## src/rtl/rv_seq_check_sink_if.sv

```systemverilog
// Ready/valid stream link carrying NBITS-wide words from a source (master)
// to a sink (slave).
interface rv_seq_check_sink_if #(
  parameter int unsigned NBITS = 32
);
  logic             inReady;
  logic             inValid;
  logic [NBITS-1:0] inData;

  modport master (
    output inValid,
    output inData,
    input  inReady
  );

  modport slave (
    input  inValid,
    input  inData,
    output inReady
  );
endinterface

```

## src/rtl/rv_seq_check_sink.sv

```systemverilog
// Ready/valid sink with a programmable backpressure pattern and an incrementing-sequence checker.
// Define RV_SEQ_CHECK_PROTOCOL_EN to compile in the valid-retraction / data-stability checker.
module rv_seq_check_sink #(
  parameter int unsigned      NBITS      = 32,
  parameter int unsigned      CNTBITS    = 16,
  parameter logic [NBITS-1:0] START_VAL  = '0,
  parameter logic [15:0]      READY_MASK = 16'hFFFF,
  parameter int unsigned      NWORDS     = 0
) (
  input  logic                 clk_i,
  input  logic                 rstn_i,
  rv_seq_check_sink_if.slave   in_if,
  output logic [CNTBITS-1:0]   rxCount_o,
  output logic [CNTBITS-1:0]   errCount_o,
  output logic                 errFlag_o,
  output logic [NBITS-1:0]     firstErrData_o,
  output logic                 protoErr_o,
  output logic                 done_o
);

  typedef enum logic [1:0] {
    S_IDLE = 2'd0,
    S_RUN  = 2'd1,
    S_DONE = 2'd2
  } state_t;

  localparam bit               LIMIT_EN = (NWORDS != 0);
  localparam logic [CNTBITS-1:0] NWORDS_C = CNTBITS'(NWORDS);

  state_t               state_q, state_d;
  logic [3:0]           phase_q, phase_d;
  logic [CNTBITS-1:0]   rx_count_q, rx_count_d;
  logic [CNTBITS-1:0]   err_count_q, err_count_d;
  logic                 err_flag_q, err_flag_d;
  logic [NBITS-1:0]     first_err_q, first_err_d;
  logic [NBITS-1:0]     expected_q, expected_d;
  logic                 in_ready;
  logic                 xfer;

  // Ready depends only on registered state, never on inValid.
  assign in_ready      = (state_q == S_RUN) && READY_MASK[phase_q];
  assign in_if.inReady = in_ready;
  assign xfer          = in_ready && in_if.inValid;

  always_comb begin
    // NOTE: every variable gets a default first so no path can infer a latch.
    rx_count_d  = rx_count_q;
    err_count_d = err_count_q;
    err_flag_d  = err_flag_q;
    first_err_d = first_err_q;
    expected_d  = expected_q;
    phase_d     = phase_q + 4'd1;

    if (xfer) begin
      if (rx_count_q != '1) rx_count_d = rx_count_q + CNTBITS'(1);
      // Resynchronise on every accepted word so one bad word costs one error.
      expected_d = in_if.inData + NBITS'(1);
      if (in_if.inData != expected_q) begin
        if (err_count_q != '1) err_count_d = err_count_q + CNTBITS'(1);
        if (!err_flag_q) begin
          err_flag_d  = 1'b1;
          first_err_d = in_if.inData;
        end
      end
    end
  end

  always_comb begin
    state_d = state_q;
    unique case (state_q)
      S_IDLE: state_d = S_RUN;
      S_RUN: begin
        if (LIMIT_EN && xfer && (rx_count_d == NWORDS_C)) state_d = S_DONE;
      end
      S_DONE:  state_d = S_DONE;
      default: state_d = S_IDLE;
    endcase
  end

  always_ff @(posedge clk_i or negedge rstn_i) begin
    if (!rstn_i) begin
      state_q <= S_IDLE;
    end else begin
      // NOTE: sequential state uses non-blocking assignment so every register samples pre-edge values.
      state_q <= state_d;
    end
  end

  always_ff @(posedge clk_i or negedge rstn_i) begin
    if (!rstn_i) begin
      phase_q     <= 4'd0;
      rx_count_q  <= '0;
      err_count_q <= '0;
      err_flag_q  <= 1'b0;
      first_err_q <= '0;
      expected_q  <= START_VAL;
    end else begin
      phase_q     <= phase_d;
      rx_count_q  <= rx_count_d;
      err_count_q <= err_count_d;
      err_flag_q  <= err_flag_d;
      first_err_q <= first_err_d;
      expected_q  <= expected_d;
    end
  end

  assign rxCount_o      = rx_count_q;
  assign errCount_o     = err_count_q;
  assign errFlag_o      = err_flag_q;
  assign firstErrData_o = first_err_q;
  assign done_o         = (state_q == S_DONE);

`ifdef RV_SEQ_CHECK_PROTOCOL_EN
  // A stalled word (valid & !ready) must stay valid and unchanged next cycle.
  logic             stall_q;
  logic [NBITS-1:0] held_data_q;
  logic             proto_err_q;
  logic             proto_violation;

  assign proto_violation = stall_q && (!in_if.inValid || (in_if.inData != held_data_q));

  always_ff @(posedge clk_i or negedge rstn_i) begin
    if (!rstn_i) begin
      stall_q     <= 1'b0;
      // NOTE: held_data_q is only read while stall_q is set; it is reset anyway to keep X out of the compare.
      held_data_q <= '0;
      proto_err_q <= 1'b0;
    end else begin
      stall_q     <= in_if.inValid && !in_ready;
      held_data_q <= in_if.inData;
      if (proto_violation) proto_err_q <= 1'b1;
    end
  end

  assign protoErr_o = proto_err_q;
`else
  assign protoErr_o = 1'b0;
`endif

endmodule

```

## src/flat_wrapper.sv

```systemverilog
// flat-port wrapper written by rule: the top's interface ports become plain ports
module rv_seq_check_sink_flat 
#(
  parameter int unsigned      NBITS      = 32,
  parameter int unsigned      CNTBITS    = 16,
  parameter logic [NBITS-1:0] START_VAL  = '0,
  parameter logic [15:0]      READY_MASK = 16'hFFFF,
  parameter int unsigned      NWORDS     = 0
)
  (clk_i, rstn_i, rxCount_o, errCount_o, errFlag_o, firstErrData_o, protoErr_o, done_o, in_if_inValid, in_if_inData, in_if_inReady);
  rv_seq_check_sink_if #(.NBITS(NBITS)) in_if_i ();
  input  logic clk_i;
  input  logic rstn_i;
  output logic [CNTBITS-1:0] rxCount_o;
  output logic [CNTBITS-1:0] errCount_o;
  output logic errFlag_o;
  output logic [NBITS-1:0] firstErrData_o;
  output logic protoErr_o;
  output logic done_o;
  input wire logic [$bits(in_if_i.inValid)-1:0] in_if_inValid;
  input wire logic [$bits(in_if_i.inData)-1:0] in_if_inData;
  output wire logic [$bits(in_if_i.inReady)-1:0] in_if_inReady;
  assign in_if_i.inValid = in_if_inValid;
  assign in_if_i.inData = in_if_inData;
  assign in_if_inReady = in_if_i.inReady;
  rv_seq_check_sink #(.NBITS(NBITS), .CNTBITS(CNTBITS), .START_VAL(START_VAL), .READY_MASK(READY_MASK), .NWORDS(NWORDS)) u_core (.clk_i(clk_i), .rstn_i(rstn_i), .in_if(in_if_i), .rxCount_o(rxCount_o), .errCount_o(errCount_o), .errFlag_o(errFlag_o), .firstErrData_o(firstErrData_o), .protoErr_o(protoErr_o), .done_o(done_o));
endmodule
```

## config.mk

```make
export PLATFORM = sky130hd
export DESIGN_NAME = rv_seq_check_sink_flat
export DESIGN_NICKNAME = d
export VERILOG_FILES = /design/src/rtl/rv_seq_check_sink_if.sv /design/src/rtl/rv_seq_check_sink.sv /design/src/flat_wrapper.sv
export SDC_FILE = /design/constraint.sdc
export NUM_CORES = 1
export LEC_CHECK = 0
export CAP_MARGIN = 10
export CELL_PAD_IN_SITES_DETAIL_PLACEMENT = 1
export CELL_PAD_IN_SITES_GLOBAL_PLACEMENT = 1
export CORE_MARGIN = 2
export CORE_UTILIZATION = 45
export CTS_BUF_LIST = sky130_fd_sc_hd__clkbuf_8
export CTS_CLUSTER_SIZE = 20
export DETAILED_ROUTE_END_ITERATION = 8
export GPL_ROUTABILITY_DRIVEN = 0
export HOLD_SLACK_MARGIN = 0.03
export PLACE_DENSITY_LB_ADDON = 0.1
export SYNTH_ARGS = -nofsm -noshare
export SYNTH_HDL_FRONTEND = slang
export SYNTH_SLANG_ARGS = --single-unit
```

## constraint.sdc

```tcl
create_clock -name clk_i -period 3.71 [get_ports clk_i]
set_clock_uncertainty 0.2 [all_clocks]
set_input_delay 0.371 -clock clk_i [delete_from_list [all_inputs] [get_ports clk_i]]
set_output_delay 0.371 -clock clk_i [all_outputs]
set_load 0.005 [all_outputs]
```

== After elaboration in Yosys (flattened, before gate mapping) ==
Memories as Yosys holds them, arrays and structs flattened.
Cells that the tools add are included.
Operators by class
  $add $sub $neg: 4
  reductions and logical operators: 7
  muxes and demuxes: 2
  eq/ne operators: 5
  $lt $le $gt $ge: 1
  bitwise logic cells: 1
Operator list (count)
  adder 16 x 1 -> 16 bit (second input constant): 2
  adder 32 x 1 -> 32 bit (second input constant): 1
  != test 16 bit (second input constant): 2
  != test 32 bit: 1
  one-hot mux 2 bit (3 select lines): 1
  AND reduction 3 bit: 2
  less-than comparator 4 x 5 -> 1 bit (second input constant): 1
  adder 4 x 1 -> 4 bit (second input constant): 1
  AND reduction 2 bit: 2
  equality test 2 x 1 -> 1 bit (second input constant): 1
  equality test 2 bit (second input constant): 1
  logical AND 1 bit: 2
  logical NOT 2 bit: 1
  two-way mux 1 bit: 1
  NOT 1 bit: 1
Storage, ports and cells
  register bits after elaboration: 103
  memory bits (read-only): 16
  input bits: 35
  logic and storage cells: 28
  memories kept: 1
  output and inout bits: 68
Memories
  (no name shown): words 16, width 1, read ports 1, clocked after Yosys merged registers in 0, write ports 0, RTL line rv_seq_check_sink.sv:41  | assign in_ready = (state_q == S_RUN) && READY_MASK[phase_q];

== Longest topological paths before layout ==
Gate-level depths: netlist (run 1).
  depth after elaboration: 5
  depth in mapped cells: 9
  depth with buffers taken out: 7

== Least setup slack after synthesis (run 1) ==
Ideal clock, no wire load.
  path type: input-to-reg
  start point: in in_if_inData[2]
  end point: reg u_core.first_err_q[0] (netlist: u_core.firstErrData_o[0])
  arrival time: 1.961 ns
  buffers on the path: 3
  setup slack: 1.424 ns
  stages on the path: 9
  required time: 3.385 ns
  cell sequence: buf_2 -> xor2_1 -> nor4_2 -> nand4_2 -> nor2_4 -> or3_1 -> buf_6 -> buf_12 -> mux2_4
On the way
  cells in the longest elaborated chain, start to end: 2
Ends and longest elaborated chain
  start: declaration: RTL line flat_wrapper.sv:21  | input wire logic [$bits(in_if_i.inData)-1:0] in_if_inData;
  != test 32 bit: RTL line rv_seq_check_sink.sv:58  | if (in_if.inData != expected_q) begin
  AND reduction 3 bit (no line)
  end signal: assignment: RTL line rv_seq_check_sink.sv:102  | first_err_q <= first_err_d;
  end: declaration: RTL line rv_seq_check_sink.sv:35  | logic [NBITS-1:0] first_err_q, first_err_d;
Every way passes these cells.
A chain may end at the register's enable or synchronous reset.

== Worst setup path in the final report (run 1) ==
  start point: in in_if_inData[18]
  end point: reg u_core.first_err_q[26] (netlist: u_core.firstErrData_o[26])
Same word-level chain as after synthesis.

==> results of run 1 <==
cell families (layout without fill, tap and decap cells):
| group | after synthesis | after routing | synth area share |
|---|---|---|---|
| XOR/XNOR | 91 | 91 | 0.158 |
| flip-flops | 99 | 99 | 0.490 |
| AND/OR/NAND/NOR | 163 | 163 | 0.177 |
| multiplexers | 35 | 35 | 0.100 |
| AO/OA/AOI/OAI | 33 | 33 | 0.0341 |
| buffers and inverters | 23 | 127 | 0.0329 |
| adder cells (fa/ha/maj) | 3 | 3 | 0.00742 |
| other | 1 | 1 | 0.000741 |
area by class of cell:
| cell class | instances | share of cell area |
|---|---|---|
| Tap cell | 140 | 0.0277 |
| Sequential cell | 99 | 0.392 |
| Timing Repair Buffer | 111 | 0.172 |
| Inverter | 3 | 0.00178 |
| Multi-Input combinational cell | 326 | 0.382 |
| Clock buffer | 10 | 0.0218 |
| Clock inverter | 3 | 0.00277 |
registers in the layout, summed over array words and instances, names as in the netlist:
register,flops
u_core.rxCount_o,16
u_core.firstErrData_o,32
u_core.errFlag_o,1
u_core.expected_q,32
u_core.errCount_o,16
u_core.state_q,2
worst paths after layout:
| check | startpoint | to | slack [ps] | cells past startpoint |
|---|---|---|---|---|
| worst max-delay path | in_if_inData[18] | u_core.firstErrData_o[26] | 890 | 8 |
| worst min-delay path | u_core.state_q[0] | u_core.state_q[1] | 250 | 1 |
| worst max register to register | u_core.expected_q[18] | u_core.firstErrData_o[26] | 1060 | 7 |
| worst min register to register | u_core.state_q[0] | u_core.state_q[1] | 250 | 1 |
| max in group asynchronous | rstn_i | u_core.firstErrData_o[11] | 2070 | 3 |
| min in group asynchronous | rstn_i | u_core.firstErrData_o[19] | 430 | 2 |
metal layers:
metal | part of all wire | global-route usage | wire length [um]
met3 | 0.043 | 0.0494 | 522
met1 | 0.45 | 0.282 | 5420
met5 | 0 | 0 | 0
met2 | 0.49 | 0.351 | 5970
met4 | 0.014 | 0.0705 | 166
Yosys cell counts (2+ instances only):
library cell,number
nor4_2,3
clkbuf_1,7
nor4_1,10
mux2_4,30
nand4_1,10
o21ai_0,26
and3_1,15
nor3_2,5
nand2_1,57
nand3_1,24
and2_1,4
mux2_2,3
mux2_1,2
nor3b_2,2
buf_6,3
buf_12,3
buf_1,2
and4_1,2
nor3_1,8
nor2_1,13
buf_2,4
and4_4,3
xnor2_1,19
dfrtp_1,99
ha_1,3
xor2_1,72
inv_1,3
o21ai_1,5
timing repair:
action | 4_1_cts | 5_1_grt
hold buffers | 1 | 0
gates resized for setup | 0 | 0
hold endpoints to repair | 61 | 0
stage by stage:
step	total power [W]	instance area, um^2
3_3_place_gp	0.00201	6160
2_1_floorplan	0.00165	5060
3_5_place_dp	0.00204	6160
5_1_grt	0.00279	6320
4_1_cts	0.00266	6320
6_report	0.00262	6320
power by group:
part / internal (W) / leakage, nW / switching [W] / total, W
clock network: 0.000249 / 0.0799 / 0.000357 / 0.000606
registers: 0.00123 / 1.24 / 0.000153 / 0.00138
logic: 0.000386 / 1.50 / 0.000252 / 0.000638
total: 0.00186 / 2.82 / 0.000762 / 0.00262
==> summary.txt, run 1 <==
Status: complete, no violations
Sequential cell area: 2480 um^2
Slew Limit Fails: 0
Fin cells: 692
Final Hold Violating Endpoints: 0
Critical-path cell list: clkdlybuf4s50_1 -> xor2_1 -> nor4_1 -> nand4_2 -> nor2_4 -> or3_2 -> buf_4 -> mux2_1
Post-Syn Area: 5060 um^2
Clock transition at the registers of the reported paths: 90 ps
Post-route DRC: 0
Post-route worst setup slack: 894 ps
Critical path data arrival time: 2870 ps
Worst-Margin Slew: 834 ps
Max VDD drop: 0.317 mV
Power per cell area: 415 nW/um^2
Clock Latency Late Sink: 370 ps
Die area: 12100 um^2
CTS buffer count: 9
Synth cell types: 39
First-pass GRT wire length: 19.9 mm
Total GRT Usage: 0.215
Congestion Overflow GR: 0
CTS Root Cell: clkbuf_8
Die Span X: 110 um
DP HPWL: 8.67 mm
Io pins: 103
Area of the multi-input gates: 2420 um^2
H-tree depth: 3
Post-route ant nets: 0
Utilization after layout: 0.581
Placed cells: 678
CTS tree: yes
Cells after Synth: 448
Critical Path Fanout Max: 22
# rows: 38
Synth Area per Inst: 11.3 um^2
Max incr delay on CP: 580 ps
Achievable frequency: 355 MHz
Prevailing post-synth register cell: dfrtp_1
Initial antenna violation count: 0
Post-layout minimum cycle time: 2820 ps
Final WL: 12.1 mm
Layout area overhead: 25.0%
Final setup TNS: 0 ps
Share of cells above drive strength 1: 0.134
DRT Pass-1 Iters: 4
Vias: 3646
Max stage delay cell, worst path: nor4_1
Initial Utilization: 0.464
Tcrit/Tclk final: 0.759
Synth top area share: 0.490
Post-Syn Nets: 486
FILL cells: 1183
Critical Path End Type: flip-flop
Place WS: 481 ps
Core footprint: 10900 um^2
Yosys top cell by area: dfrtp_1
Commonest non-fill, non-tap cell in the layout: clkdlybuf4s50_1
Starting DRT DRC Count: 108
Most frequent cells in the layout: clkdlybuf4s50_1, dfrtp_1, xor2_1
CP startpoint kind: input port
Sequential element share of the synthesized area: 0.490
Final setup vio count: 0
WS Path Type: in2reg
Ys async rst share: 1.00
Yosys reg bits: 99
Max_slew headroom: 0.444
Setup Buffers After CTS: 0
Max-cap violation count: 0
Leakage power: 2.82 nW
Worst Path Buf+Inv: 2
Crit path max-delay family: simple AND/OR/NAND/NOR gates
Die Y: 110 um
Via density: 5.27
Crit path required time: 3770 ps
Hold WC Path Type: reg2reg
RSZ-0062 raised after global routing: false
Clock Path Buffers: 2
Hold_ws: 246 ps
I/O Buffers: 101
Vias in the first global route: 3876
Largest net degree at the start of global routing: 65
# diodes: 0
Post-synth EDFFs: 0
WL per Instance: 17.5 um
Synth Warn #: 0
Nets: 588
CTS Sinks: 99
Area contributors post-synth: dfrtp_1, xor2_1, mux2_4
Note: power is estimated with default switching activity, not from simulation.
==> inputs of run 2 (changes only) <==
CORE_UTILIZATION = 38   (was 45)
clock period = 2.5 ns   (was 3.71 ns; I/O delays follow)
==> summary.txt, run 2 (same netlist as run 1, synthesis figures left out) <==
Max stage delay cell, worst path: or3_2
Crit path max-delay family: buffers and inverters
Sw Ratio: 0.289 (-0.00113)
Post-route DRC: 0 (unchanged)
Hold_ws: 235 ps (-11.3 ps)
Via density: 4.91 (-6.8%)
Max VDD drop: 0.475 mV (+50%)
Clock transition at the registers of the reported paths: 90 ps (about the same)
Hold WC Path Type: reg2reg
# rows: 42 (+11%)
Tcrit/Tclk final: 0.969
Met2 wire len: 6.27 mm (+5.1%)
Initial antenna violation count: 0 (unchanged)
Die Span X: 119 um (+8.5%)
Core footprint: 13100 um^2 (+21%)
Slew Limit Fails: 0 (unchanged)
Vias in the first global route: 4074 (+5.1%)
Critical path data arrival time: 2480 ps (-390 ps)
Vias: 3778 (+3.6%)
Worst Path Buf+Inv: 3 (+1)
Power per cell area: 596 nW/um^2 (+44%)
WL per Instance: 16.6 um (-5.1%)
DR top layer: met4
Worst-Margin Slew: 664 ps (-171 ps)
Final setup vio count: 0 (unchanged)
Post-route ant nets: 0 (unchanged)
Combinational share of power: 0.255 (+0.012)
Initial Utilization: 0.385 (-0.0795)
Critical Path End Type: flip-flop
CTS buffer count: 9 (unchanged)
CTS Root Cell: clkbuf_8
Sequential cell area: 2480 um^2 (unchanged)
CTS tree: yes
Final Hold Violating Endpoints: 0 (unchanged)
Max_slew headroom: 0.558 (+0.114)
Status: complete, no violations
DRT Pass-1 Iters: 4 (unchanged)
Sequential Power Share: 0.507 (-0.019)
Post-layout minimum cycle time: 2420 ps
CTS Sinks: 99 (unchanged)
Max-cap violation count: 0 (unchanged)
Max incr delay on CP: 520 ps (-60 ps)
WS Path Type: in2reg
Crit path required time: 2560 ps (-1210 ps)
FILL cells: 1469 (+24%)
I/O Buffers: 101 (unchanged)
H-tree depth: 3 (unchanged)
Critical Path Fanout Max: 19 (-14%)
Clock Path Buffers: 2 (unchanged)
Die Y: 119 um (+8.5%)
# diodes: 0 (unchanged)
Clock Latency Late Sink: 370 ps (about the same)
Pint: 0.00285 W (+53%)
Die area: 14200 um^2 (+18%)
Area of the multi-input gates: 2420 um^2 (+0.31%)
Achievable frequency: 413 MHz
DP HPWL: 9.43 mm (+8.7%)
Most frequent cells in the layout: clkdlybuf4s50_1, dfrtp_1, xor2_1
Io pins: 103 (unchanged)
Switching power total: 0.00116 W (+52%)
Met3 WL post-DR: 537 um (+2.9%)
Critical-path cell list: clkdlybuf4s50_1 -> xor2_1 -> nor4_1 -> buf_4 -> nand4_1 -> nor2_4 -> or3_2 -> buf_12 -> mux2_4
RSZ-0062 raised after global routing: false
Congestion Overflow GR: 0 (unchanged)
Leakage power: 3.05 nW (+8.0%)
Nets: 626 (+6.5%)
Total GRT Usage: 0.188 (-0.0267)
Final setup TNS: 0 ps (unchanged)
Final WL: 12.7 mm (+5.4%)
Largest net degree at the start of global routing: 65 (unchanged)
Starting DRT DRC Count: 140 (+30%)
Layout area overhead: 32.8%
WL met1: 5.68 mm (+4.8%)
First-pass GRT wire length: 21.0 mm (+5.5%)
Share of cells above drive strength 1: 0.191 (+0.0565)
Commonest non-fill, non-tap cell in the layout: clkdlybuf4s50_1
CP startpoint kind: input port
Clock power frac: 0.237 (+0.006)
-- run 2: cell types whose count changed in the layout (fill, tap and decap cells not counted), sizes merged --
cell	previous run	this run
buf	10	48
inv	3	6
clkbuf	10	11
clkinvlp	1	0
-- run 2: final timing paths --
path / startpoint / end / slack, ps / depth (start not counted)
min: u_core.state_q[0] / u_core.state_q[1] / 230 / 1
min in group asynchronous: rstn_i / u_core.firstErrData_o[15] / 250 / 2
max: in_if_inData[9] / u_core.firstErrData_o[16] / 80 / 9
min reg2reg: u_core.state_q[0] / u_core.state_q[1] / 230 / 1
max reg2reg: u_core.expected_q[9] / u_core.firstErrData_o[16] / 90 / 8
max in group asynchronous: rstn_i / u_core.firstErrData_o[4] / 1110 / 3
-- run 2: power groups by stage --
| stage | sequential (W) | clock (W) | combinational [W] |
|---|---|---|---|
| 3_3_place_gp | 0.00205 | 0 | 0.00101 |
| 2_1_floorplan | 0.00205 | 0 | 0.000398 |
| 5_1_grt | 0.00207 | 0.00105 | 0.00112 |
| 6_report | 0.00203 | 0.000951 | 0.00102 |
| 3_5_place_dp | 0.00206 | 0 | 0.00103 |
| 4_1_cts | 0.00203 | 0.000995 | 0.00104 |
-- run 2: repair_timing --
item | 4_1_cts | 5_1_grt
setup buffers | 0 | 0
hold buffers | 1 | 0
hold endpoints to repair | 45 | 0
gates resized for setup | 0 | 1
setup endpoints to repair | 0 | 18
-- run 2: stage by stage --
stage | setup slack (ps) | cells | instance area, um^2 | total power [W] | util
floorplan | 324 | 448 | 5060 | 0.00244 | -
global placement | -321 | 752 | 6530 | 0.00306 | 0.497
detailed placement | -323 | 752 | 6530 | 0.00309 | 0.497
CTS | 43.9 | 769 | 6710 | 0.00407 | 0.511
global route | 9.73 | 769 | 6720 | 0.00424 | 0.511
finish | 78.0 | 769 | 6720 | 0.00400 | 0.511
-- run 2: cell type report --
type	instances	share of cell area
multi-input cells	326	0.361
flip-flops and latches	99	0.369
clock inverters	5	0.00317
clock buffers	11	0.0225
well taps	176	0.0328
inverters	3	0.00168
repair buffers	149	0.210
-- run 2: routing by layer --
metal	global-route usage	up-vias
met5	0	-
met4	0.0728	0
met3	0.0402	16
met2	0.310	68
met1	0.243	1891
li1	-	1803
